--- src/rtl/ones_gen_pkg.sv ---
// Shared types and helpers for the ones-pattern generator (controller/datapath split).
package ones_gen_pkg;

  localparam int W_DEF = 8;

  typedef enum logic [1:0] {
    S_IDLE  = 2'd0,
    S_BUILD = 2'd1,
    S_SEND  = 2'd2,
    S_DONE  = 2'd3
  } state_t;

  // Requests above the word width clamp to all ones.
  function automatic int unsigned sat_count(input int unsigned count, input int unsigned w);
    return (count > w) ? w : count;
  endfunction

endpackage

--- src/rtl/ones_gen_datapath.sv ---
// Datapath for ones_pattern_gen: pattern register, ones counter and (with SERIAL_OUT_EN) serial shifter.
module ones_gen_datapath
  import ones_gen_pkg::*;
#(
  parameter int W  = W_DEF,
  parameter int CW = $clog2(W + 1)
) (
  input  logic          i_clk,
  input  logic          i_rst_n,
  input  logic [CW-1:0] i_count,
  input  logic          i_load_cnt,
  input  logic          i_clr_pat,
  input  logic          i_shift_one,
`ifdef SERIAL_OUT_EN
  input  logic          i_load_ser,
  input  logic          i_shift_ser,
  output logic          o_bit_last,
  output logic          o_ser_bit,
`endif
  output logic          o_cnt_zero,
  output logic [W-1:0]  o_pattern
);

  logic [CW-1:0] r_cnt;
  logic [W-1:0]  r_pat;

  always_ff @(posedge i_clk) begin
    if (!i_rst_n) begin
      r_cnt <= '0;
      r_pat <= '0;
    end else begin
      if (i_load_cnt)
        r_cnt <= CW'(sat_count(32'(i_count), W));
      else if (i_shift_one)
        r_cnt <= r_cnt - 1'b1;

      if (i_clr_pat)
        r_pat <= '0;
      else if (i_shift_one)
        r_pat <= {r_pat[W-2:0], 1'b1};
    end
  end

  assign o_cnt_zero = (r_cnt == '0);
  assign o_pattern  = r_pat;

`ifdef SERIAL_OUT_EN
  localparam int IW = $clog2(W);

  logic [W-1:0]  r_ser;
  logic [IW-1:0] r_idx;

  // Snapshot of the finished word, shifted out LSB first.
  always_ff @(posedge i_clk) begin
    if (!i_rst_n) begin
      r_ser <= '0;
      r_idx <= '0;
    end else if (i_load_ser) begin
      r_ser <= r_pat;
      r_idx <= '0;
    end else if (i_shift_ser) begin
      r_ser <= {1'b0, r_ser[W-1:1]};
      r_idx <= r_idx + 1'b1;
    end
  end

  assign o_bit_last = (r_idx == IW'(W - 1));
  assign o_ser_bit  = r_ser[0];
`endif

endmodule

--- src/rtl/ones_pattern_gen.sv ---
// Thermometer-pattern generator: builds 2^k-1 from count k under an s/done handshake.
// Optional serial readout of the finished word when SERIAL_OUT_EN is defined.
module ones_pattern_gen
  import ones_gen_pkg::*;
#(
  parameter int W  = W_DEF,
  parameter int CW = $clog2(W + 1)
) (
  input  logic          CLOCK_50,
  input  logic          reset,
  input  logic          s,
  input  logic [CW-1:0] count,
  output logic [W-1:0]  pattern,
  output logic          done,
  output logic          busy,
  output logic          ser_out,
  output logic          ser_valid
);

  state_t r_state;
  logic   w_cnt_zero;
  logic   w_load_cnt, w_clr_pat, w_shift_one;

  assign w_load_cnt  = (r_state == S_IDLE);
  assign w_clr_pat   = (r_state == S_IDLE);
  assign w_shift_one = (r_state == S_BUILD) && !w_cnt_zero;

`ifdef SERIAL_OUT_EN
  logic w_load_ser, w_shift_ser, w_bit_last, w_ser_bit;

  assign w_load_ser  = (r_state == S_BUILD) && w_cnt_zero;
  assign w_shift_ser = (r_state == S_SEND);
  assign ser_valid   = (r_state == S_SEND);
  assign ser_out     = (r_state == S_SEND) && w_ser_bit;
  assign busy        = (r_state == S_BUILD) || (r_state == S_SEND);
`else
  assign ser_valid   = 1'b0;
  assign ser_out     = 1'b0;
  assign busy        = (r_state == S_BUILD);
`endif

  assign done = (r_state == S_DONE);

  always_ff @(posedge CLOCK_50) begin
    if (!reset) begin
      r_state <= S_IDLE;
    end else begin
      case (r_state)
        S_IDLE:  if (s) r_state <= S_BUILD;
`ifdef SERIAL_OUT_EN
        S_BUILD: if (w_cnt_zero) r_state <= S_SEND;
        S_SEND:  if (w_bit_last) r_state <= S_DONE;
`else
        S_BUILD: if (w_cnt_zero) r_state <= S_DONE;
`endif
        S_DONE:  if (!s) r_state <= S_IDLE;
        default: r_state <= S_IDLE;
      endcase
    end
  end

  ones_gen_datapath #(
    .W  (W),
    .CW (CW)
  ) u_dp (
    .i_clk       (CLOCK_50),
    .i_rst_n     (reset),
    .i_count     (count),
    .i_load_cnt  (w_load_cnt),
    .i_clr_pat   (w_clr_pat),
    .i_shift_one (w_shift_one),
`ifdef SERIAL_OUT_EN
    .i_load_ser  (w_load_ser),
    .i_shift_ser (w_shift_ser),
    .o_bit_last  (w_bit_last),
    .o_ser_bit   (w_ser_bit),
`endif
    .o_cnt_zero  (w_cnt_zero),
    .o_pattern   (pattern)
  );

endmodule

--- config.mk ---
export PLATFORM = sky130hd
export DESIGN_NAME = ones_pattern_gen
export DESIGN_NICKNAME = d
export VERILOG_FILES = /design/src/rtl/ones_gen_pkg.sv /design/src/rtl/ones_gen_datapath.sv /design/src/rtl/ones_pattern_gen.sv
export SDC_FILE = /design/constraint.sdc
export NUM_CORES = 1
export LEC_CHECK = 0
export CORE_MARGIN = 1
export CORE_UTILIZATION = 42
export DETAILED_ROUTE_END_ITERATION = 12
export GPL_TIMING_DRIVEN = 0
export PLACE_DENSITY_LB_ADDON = 0.3
export SYNTH_ARGS = -nofsm -noshare
export SYNTH_HDL_FRONTEND = slang
export SYNTH_SLANG_ARGS = --single-unit
--- constraint.sdc ---
create_clock -name CLOCK_50 -period 2 [get_ports CLOCK_50]
set_input_delay 0.4 -clock CLOCK_50 [delete_from_list [all_inputs] [get_ports CLOCK_50]]
set_output_delay 0.4 -clock CLOCK_50 [all_outputs]
set_load 0.01 [all_outputs]
==> flow_metrics.tcl, run 1 <==
set metrics [dict create \
    path_class "reg -> out" \
    synth_adder_area_share_pct 1.90 \
    ys_async_sr_fraction_pct 0 \
    io-pin-count 19 \
    cts_buffers 3 \
    drtIter0Drc 4 \
    cts_tree "done" \
    worstSkewPairLatency_ps 290 \
    cap_violations 0 \
    fin_skew_ps 3.30 \
    fillers 119 \
    fin_crit_ps 1840 \
    switchingPower_uw 203 \
    rrSetupSlack_ps 370 \
    post-route-drc-count 0 \
    die_area_um2 1730 \
    drt-wirelength-per-cell_um 11.7 \
    final_util_pct 63.3 \
    p_clk_share_pct 29.2 \
    post_cts_buffers 0 \
    viasPerCell 4.89 \
    power.internal_uw 504 \
    leakagePower_nw 0.335 \
    ys_top_cells_by_area "dfxtp_1 (43%), mux2i_1 (14%), nor2_1 (6.3%), buf_4 (4.6%), nor2b_1 (3.8%)" \
    synth_simple_gate_area_share_pct 22.7 \
    ctsResizeCount 0 \
    die_h_um 41.5 \
    grt_pass1_vias 477 \
    ctsHoldBuffers 0 \
    grt_setup_unrepaired "no" \
    post-route-period-util_pct 91.8 \
    ant_nets 0 \
    dp_slack_ps 310 \
    path_max_fanout 10 \
    clk_path_buf_depth 2 \
    status "finished, final reports clean" \
    comb_power_share_pct 26.5 \
    antenna_found_initial 0 \
    place.gp.congestion 0.777 \
    slew_viol_final 0 \
    synth-xor-area-share_pct 1.33 \
    yosysMostFrequentCell "dfxtp_1" \
    worst_pin_slew_ps 548 \
    synth_top_cell_area_share_pct 42.7 \
    arrival_ps 1440 \
    synth_top_family_by_area "simple AND/OR/NAND/NOR gates" \
    firstDrtPassIters 4 \
    critical_path_required_ps 1600 \
    power_density_nw_per_um2 807 \
    grt_first_pass_wirelength_um 1970 \
    synth-compound-area-share_pct 9.14 \
    hold_viol 0 \
    yosys_warnings 0 \
    finalSetupTns_ps 0 \
    start_util_pct 47.5 \
    critPathCaptureType "output port" \
    relSlewSlack_pct 63.2 \
    power_uw 707 \
    antennaDiodeCount 0 \
    synth.largest_area_cell "dfxtp_1" \
    synth_area_um2 657 \
    drive_gt1_share_pct 11.8 \
    synthTopCellsByCount "dfxtp_1 (14), nor2_1 (11), mux2i_1 (9), buf_4 (4), nor2b_1 (4)" \
    hpwl_um 891 \
    setup_violations 0 \
    vdd_drop_max_v 0.000513 \
    grt_util_all_layers_pct 15.0 \
    swShare_pct 28.7 \
    rows 13 \
    p_seq_share_pct 44.3 \
    avgSynthCellArea_um2 9.12 \
    die_width_um 41.5 \
    cts.reportedPaths.clkPinSlew_ps 80 \
    synth_top_flop_cell "dfxtp_1" \
    worstSetupStartpointType "flip-flop" \
    grt_overflow 0 \
    htree_levels 1 \
    fmax_mhz 545 \
    core_um2 1380 \
    cts.sinks 14 \
    synthMuxAreaShare_pct 13.7 \
    drt-total-wl_um 1270 \
    ys_seq_area_share_pct 42.7 \
    yosys_register_bits 14 \
    area_delta_synth_final_pct 33.3 \
    ys_types 24 \
    vias 528 \
    cts-root-buf "clkbuf_4" \
    grt_max_degree 11 \
    setup_ws_ps 164 \
    synth-edff-count 0 \
    fin_nets 102 \
    port_buffers 16 \
    synthCells 72 \
    hold_class "reg -> reg" \
]
==> kinds of logic after synthesis <==
kind of cell	count (synthesis)
compound gates	10
xor+xnor	1
fa+ha+maj	1
buf+inv	8
flops	14
mux	9
other cells	1
simple gates	28
==> metrics by stage <==
step,std cells,area (um2),hold slack [ps]
2_1_floorplan,73,661,457
3_3_place_gp,104,840,474
3_5_place_dp,104,840,493
4_1_cts,108,876,506
5_1_grt,108,876,540
6_report,108,876,505
==> flip-flops by register name, summed over array words and instances, names as in the netlist <==
signal          count
r_state             2
u_dp.o_pattern      8
u_dp.r_cnt          4
==> placed cells by master, fill, tap and decap left out, drive strengths merged <==
cell type,n
xor2,1
and2b,1
a211oi,1
inv,3
ha,1
a21oi,1
buf,5
conb,2
nand2,3
dfxtp,14
nor3,2
nor2b,4
clkbuf,4
o21ai,6
or4b,1
clkdlybuf4s50,16
nor3b,2
and2,2
a21boi,1
nor4b,1
mux2i,9
a222oi,1
nor2,12
==> final cells by class <==
cell class / count / area [um2] / area share [%]
repair buffers: 16 / 160 / 18.3
multi-input cells: 51 / 328 / 37.4
plain buffers: 5 / 41.3 / 4.71
clock buffers: 4 / 36.3 / 4.14
flip-flops and latches: 14 / 280 / 32.0
well taps: 15 / 18.8 / 2.14
inverters: 3 / 11.3 / 1.29
==> power groups by stage <==
stage | clock network, mW | logic [mW] | registers, mW
2_1_floorplan | 0 | 0.139 | 0.317
3_3_place_gp | 0 | 0.183 | 0.319
3_5_place_dp | 0 | 0.187 | 0.320
4_1_cts | 0.210 | 0.188 | 0.314
5_1_grt | 0.218 | 0.205 | 0.316
6_report | 0.206 | 0.187 | 0.314
==> critical path, stage by stage, from the launching register on <==
cell,delay [ps]
dfxtp_1,330
buf_4,160
and2_1,130
clkdlybuf4s50_1,520
==> routing by layer <==
metal,track usage (%),vias up,share of wire (%),wire length (um)
met1,18.5,228,50,633
met5,0,-,0,0
met4,9.68,0,2.2,28
met3,4.35,4,5.7,72
li1,-,281,-,-
met2,22.5,15,42,533
==> worst paths after layout <==
| check | startpoint | endpoint | cells after the start |
|---|---|---|---|
| max | r_state[0] | done | 3 |
| min | u_dp.o_pattern[7] | u_dp.o_pattern[7] | 2 |
| max reg2reg | u_dp.r_cnt[0] | u_dp.o_pattern[5] | 7 |
| min reg2reg | u_dp.o_pattern[7] | u_dp.o_pattern[7] | 2 |
Note: power is estimated with default switching activity, not from simulation.
==> run 2: changes to the inputs <==
--- a/config.mk
+++ b/config.mk
@@ -5,8 +5,12 @@
 export SDC_FILE = /design/constraint.sdc
 export NUM_CORES = 1
 export LEC_CHECK = 0
+export ABC_AREA = 1
+export CELL_PAD_IN_SITES_DETAIL_PLACEMENT = 2
+export CELL_PAD_IN_SITES_GLOBAL_PLACEMENT = 2
+export CORE_ASPECT_RATIO = 1.4
 export CORE_MARGIN = 1
-export CORE_UTILIZATION = 42
+export CORE_UTILIZATION = 24
 export DETAILED_ROUTE_END_ITERATION = 12
 export GPL_TIMING_DRIVEN = 0
 export PLACE_DENSITY_LB_ADDON = 0.3
==> flow_metrics.tcl, run 2 <==
set metrics [dict create \
    status "finished, final reports clean" \
    power_density_nw_per_um2 727 \
    grt_first_pass_wirelength_um 2950 \
    final_common_cell "nand2_1" \
    synth.largest_area_cell "dfxtp_1" \
    die_area_um2 2930 \
    drt-total-wl_um 1720 \
    rrSetupSlack_ps 670 \
    synth_top_flop_cell "dfxtp_1" \
    hpwl_um 1380 \
    hold_viol 0 \
    setup_violations 0 \
    start_util_pct 25.2 \
    synth_top_cell_area_share_pct 43.0 \
    io-pin-count 19 \
    worstSkewPairLatency_ps 280 \
    path_class "reg -> out" \
    rows 22 \
    yosys_register_bits 14 \
    reg2reg_to "u_dp.o_pattern[4]" \
    path_max_fanout 6 \
    synthCells 93 \
    grt_overflow 0 \
    ys_seq_area_share_pct 43.0 \
    antenna_found_initial 0 \
    layout_common_cells "nand2_1 (31), clkdlybuf4s50_1 (16), dfxtp_1 (14)" \
    vias 657 \
    synth-edff-count 0 \
    yosys_warnings 0 \
    critPathCapture "done" \
    worstSetupStartpointType "flip-flop" \
    critical_path.startpoint "r_state[1]" \
    largest_reg_flops 8 \
    area_delta_synth_final_pct 35.5 \
    final_util_pct 34.1 \
    fin_nets 123 \
    ant_nets 0 \
    firstDrtPassIters 4 \
    grt_max_degree 11 \
    core_um2 2590 \
    arrival_ps 1460 \
    place.gp.congestion 0.729 \
    ctsResizeCount 0 \
    comb_power_share_pct 26.3 \
    grt_pass1_vias 706 \
    cts.reportedPaths.clkPinSlew_ps 80 \
    hold_class "reg -> reg" \
    drt-wirelength-per-cell_um 11.6 \
    ys_top_cells_by_area "dfxtp_1 (43%), nand2_1 (18%), a21oi_1 (9.2%), inv_1 (4.6%), nor2_1 (4.0%)" \
    cts.sinks 14 \
    vdd_drop_max_v 0.000339 \
    avgSynthCellArea_um2 7.01 \
    clk_path_buf_depth 2 \
    critPathCaptureType "output port" \
    post-route-drc-count 0 \
    viasPerCell 4.41 \
    leakagePower_nw 0.360 \
    htree_levels 1 \
    synthTopCellsByCount "nand2_1 (31), dfxtp_1 (14), a21oi_1 (12), inv_1 (8), nor2_1 (7)" \
    fin_crit_ps 1860 \
    reg2reg_from "u_dp.r_cnt[0]" \
    power.internal_uw 433 \
    yosysMostFrequentCell "nand2_1" \
    synth_area_um2 652 \
    slew_viol_final 0 \
    drive_gt1_share_pct 11.5 \
    grt_setup_unrepaired "no" \
    ys_types 20 \
    post_cts_buffers 0 \
    die_h_um 63.7 \
    ctsHoldBuffers 0 \
    fmax_mhz 538 \
    p_clk_share_pct 25.5 \
    cap_violations 0 \
    cts-root-buf "clkbuf_4" \
    antennaDiodeCount 0 \
    ys_async_sr_fraction_pct 0 \
    cts_tree "done" \
    p_seq_share_pct 48.1 \
    fin_skew_ps 6.91 \
    drtIter0Drc 8 \
    switchingPower_uw 210 \
    cts_buffers 3 \
    power_uw 642 \
    die_width_um 46.0 \
    critical_path_required_ps 1600 \
    r2r_cells 7 \
    post-route-period-util_pct 93.0 \
    grt_util_all_layers_pct 13.6 \
    port_buffers 16 \
    finalSetupTns_ps 0 \
    swShare_pct 32.7 \
]
## run 2: changes by cell type in the layout (fill, tap and decap cells not counted), sizes merged, moves of 4 or more
cell	previous run	this run
inv	3	11
nand2	3	32
o21ai	6	2
nand3	0	5
mux2i	9	0
a21oi	1	12
nor2b	4	0
## run 2: how the worst min path moves through the flow
| stage | start | to | slack [ps] | depth (start not counted) |
|---|---|---|---|---|
| 3_3_place_gp | u_dp.o_pattern[7] | u_dp.o_pattern[7] | 460 | 2 |
| 6_report | u_dp.o_pattern[7] | u_dp.o_pattern[7] | 470 | 2 |
| 2_1_floorplan | u_dp.r_cnt[0] | u_dp.r_cnt[0] | 450 | 2 |
| 3_5_place_dp | u_dp.o_pattern[7] | u_dp.o_pattern[7] | 460 | 2 |
| 5_1_grt | u_dp.o_pattern[2] | u_dp.o_pattern[3] | 510 | 2 |
| 4_1_cts | u_dp.o_pattern[7] | u_dp.o_pattern[7] | 480 | 2 |
## run 2: power groups by stage
stage	clock network [mW]	logic (mW)	registers, mW
floorplan	0	0.120	0.313
finish	0.164	0.169	0.309
detailed placement	0	0.174	0.316
global route	0.177	0.194	0.312
global placement	0	0.167	0.315
CTS	0.170	0.175	0.309
## run 2: critical path, stage by stage (launching register included)
cell and delay (ps):
dfxtp_1 490, nand2_1 80, inv_1 80, clkdlybuf4s50_1 530
## run 2: kinds of logic after synthesis
family | synth area share, %
AOI/OAI and AO/OA | 13.1
adders and majority gates | 1.92
buffers and inverters | 10.4
DFF | 43.0
other | 0.575
and+or+nand+nor | 31.1
## run 2: stage by stage
step / std cells / setup slack, ps / hold slack, ps / instance area [um2]
floorplan: 94 / 841 / 454 / 656
global placement: 146 / 450 / 455 / 861
detailed placement: 146 / 434 / 464 / 861
CTS: 149 / 118 / 477 / 883
global route: 149 / 50.7 / 509 / 883
finish: 149 / 140 / 473 / 883
## run 2: layer usage
layer	wire, um	up-vias	track usage [%]	share of wire, %
met5	0	-	0	0
met4	30	0	5.51	1.7
met3	60	4	2.01	3.5
met2	919	13	24.3	53
met1	711	307	14.9	41
li1	-	333	-	-
## run 2: layout make-up
| type | instances | area, um2 |
|---|---|---|
| Inverter | 11 | 41.3 |
| Timing Repair Buffer | 16 | 160 |
| Tap cell | 36 | 45.0 |
| Multi-Input combinational cell | 66 | 308 |
| Sequential cell | 14 | 280 |
| Clock buffer | 3 | 22.5 |
| Fill cell | 339 | 1700 |
| Buffer | 3 | 26.3 |
==> run 3: changes to the inputs <==
--- a/config.mk
+++ b/config.mk
@@ -13,7 +13,7 @@
 export CORE_UTILIZATION = 24
 export DETAILED_ROUTE_END_ITERATION = 12
 export GPL_TIMING_DRIVEN = 0
-export PLACE_DENSITY_LB_ADDON = 0.3
+export PLACE_DENSITY_LB_ADDON = 0.15
 export SYNTH_ARGS = -nofsm -noshare
 export SYNTH_HDL_FRONTEND = slang
 export SYNTH_SLANG_ARGS = --single-unit
==> flow_metrics.tcl, run 3 (synthesis gave the netlist of run 2 again) <==
set metrics [dict create \
    cp_cell_sequence "nand2_1 -> inv_1 -> clkdlybuf4s50_1" \
    worstHoldPathCells 2 \
    path_buf_inv 2 \
    grt_setup_unrepaired "no" \
    final_common_cell "nand2_1" \
    hold-path-endpoint "u_dp.o_pattern[6]" \
    place.gp.congestion 0.678 \
    reg2reg_from "u_dp.r_cnt[0]" \
    die_area_um2 2930 \
    path_class "reg -> out" \
    cts.sinks 14 \
    critical_path_required_ps 1600 \
    antennaDiodeCount 0 \
    cts.reportedPaths.clkPinSlew_ps 80 \
    cts_buffers 3 \
    slew_viol_final 0 \
    area_delta_synth_final_pct 35.5 \
    core_um2 2590 \
    clk_path_buf_depth 2 \
    die_width_um 46.0 \
    worstSkewPairLatency_ps 270 \
    grt_pass1_vias 707 \
    fmax_mhz 538 \
    arrival_ps 1460 \
    ctsResizeCount 0 \
    power_uw 635 \
    layout_common_cells "nand2_1 (31), clkdlybuf4s50_1 (16), dfxtp_1 (14)" \
    fin_crit_ps 1860 \
    drive_gt1_share_pct 11.5 \
    htree_levels 1 \
    ant_nets 0 \
    grt_max_degree 11 \
    io-pin-count 19 \
    path_max_fanout 6 \
    post_cts_buffers 0 \
    finalSetupTns_ps 0 \
    leakagePower_nw 0.360 \
    hold_class "reg -> reg" \
    drtIter0Drc 4 \
    firstDrtPassIters 4 \
    grt_first_pass_wirelength_um 2970 \
    vias 652 \
    viasPerCell 4.38 \
    start_util_pct 25.2 \
    drt-wirelength-per-cell_um 11.5 \
    r2r_cells 7 \
    setup_violations 0 \
    rrSetupSlack_ps 710 \
    finalHoldWorstSlack_ps 486 \
    ctsHoldBuffers 0 \
    fin_nets 123 \
    rows 22 \
    cap_violations 0 \
    min_from "u_dp.o_pattern[5]" \
    post-route-period-util_pct 92.9 \
    status "finished, final reports clean" \
    drt-total-wl_um 1710 \
    post-route-drc-count 0 \
    cts_tree "done" \
    critPathCaptureType "output port" \
    reg2reg_to "u_dp.o_pattern[7]" \
    port_buffers 16 \
    grt_overflow 0 \
    die_h_um 63.7 \
    vdd_drop_max_v 0.000296 \
    cts-root-buf "clkbuf_4" \
    antenna_found_initial 0 \
    grt_util_all_layers_pct 13.8 \
    largest_reg_flops 8 \
    critPathTopFamily "buffers and inverters" \
    fin_skew_ps 2.23 \
    hold_viol 0 \
    cpPeakStageDelay_ps 530 \
    worstSetupStartpointType "flip-flop" \
    hpwl_um 1370 \
    slowest_stage "clkdlybuf4s50_1" \
    power_density_nw_per_um2 719 \
]
run 3: cell counts in the layout (fill, tap and decap cells not counted):
Identical to the previous run, type by type.
run 3: area by class of cell:
| class | count | area, um2 |
|---|---|---|
| Inverter | 11 | 41.3 |
| Tap cell | 36 | 45.0 |
| Timing Repair Buffer | 16 | 160 |
| Clock buffer | 3 | 22.5 |
| Multi-Input combinational cell | 66 | 308 |
| Sequential cell | 14 | 280 |
| Fill cell | 344 | 1700 |
| Buffer | 3 | 26.3 |
run 3: worst max-delay path by stage:
stage / from / end / slack (ps) / cells past startpoint
2_1_floorplan: u_dp.r_cnt[0] / u_dp.r_cnt[1] / 840 / 7
3_3_place_gp: r_state[1] / done / 450 / 3
3_5_place_dp: r_state[1] / done / 420 / 3
4_1_cts: r_state[1] / done / 110 / 3
5_1_grt: r_state[1] / done / 50 / 3
6_report: r_state[1] / done / 140 / 3
run 3: through the flow:
step                      worst slack (ps)  utilization [%]  area, um2  std cells
final                                  143             34.1        883        149
after detailed placement               423             33.3        861        146
after global placement                 447             33.3        861        146
after floorplan                        841                -        656         94
after global routing                  52.4             34.1        883        149
after CTS                              109             34.1        883        149
run 3: worst register-to-register path, cell delays in order (launching register included):
cell     delay, ps
dfxtp_1        320
inv_1          110
ha_1           230
nand3_1        110
nand2_2        110
buf_6          150
nand2_1         60
a21oi_1        140
run 3: metal layers:
layer	up-vias	part of all wire [%]	global-route usage (%)
met2	11	54	24.5
met3	2	2.5	2.58
li1	333	-	-
met5	-	0	0
met4	0	0.82	5.51
met1	306	42	15.1
run 3: power breakdown:
| group | total (mW) | switching, mW | internal [mW] |
|---|---|---|---|
| sequential | 0.310 | 0.0147 | 0.295 |
| combinational | 0.167 | 0.0996 | 0.0676 |
| clock | 0.158 | 0.0884 | 0.0697 |
| total | 0.635 | 0.203 | 0.432 |
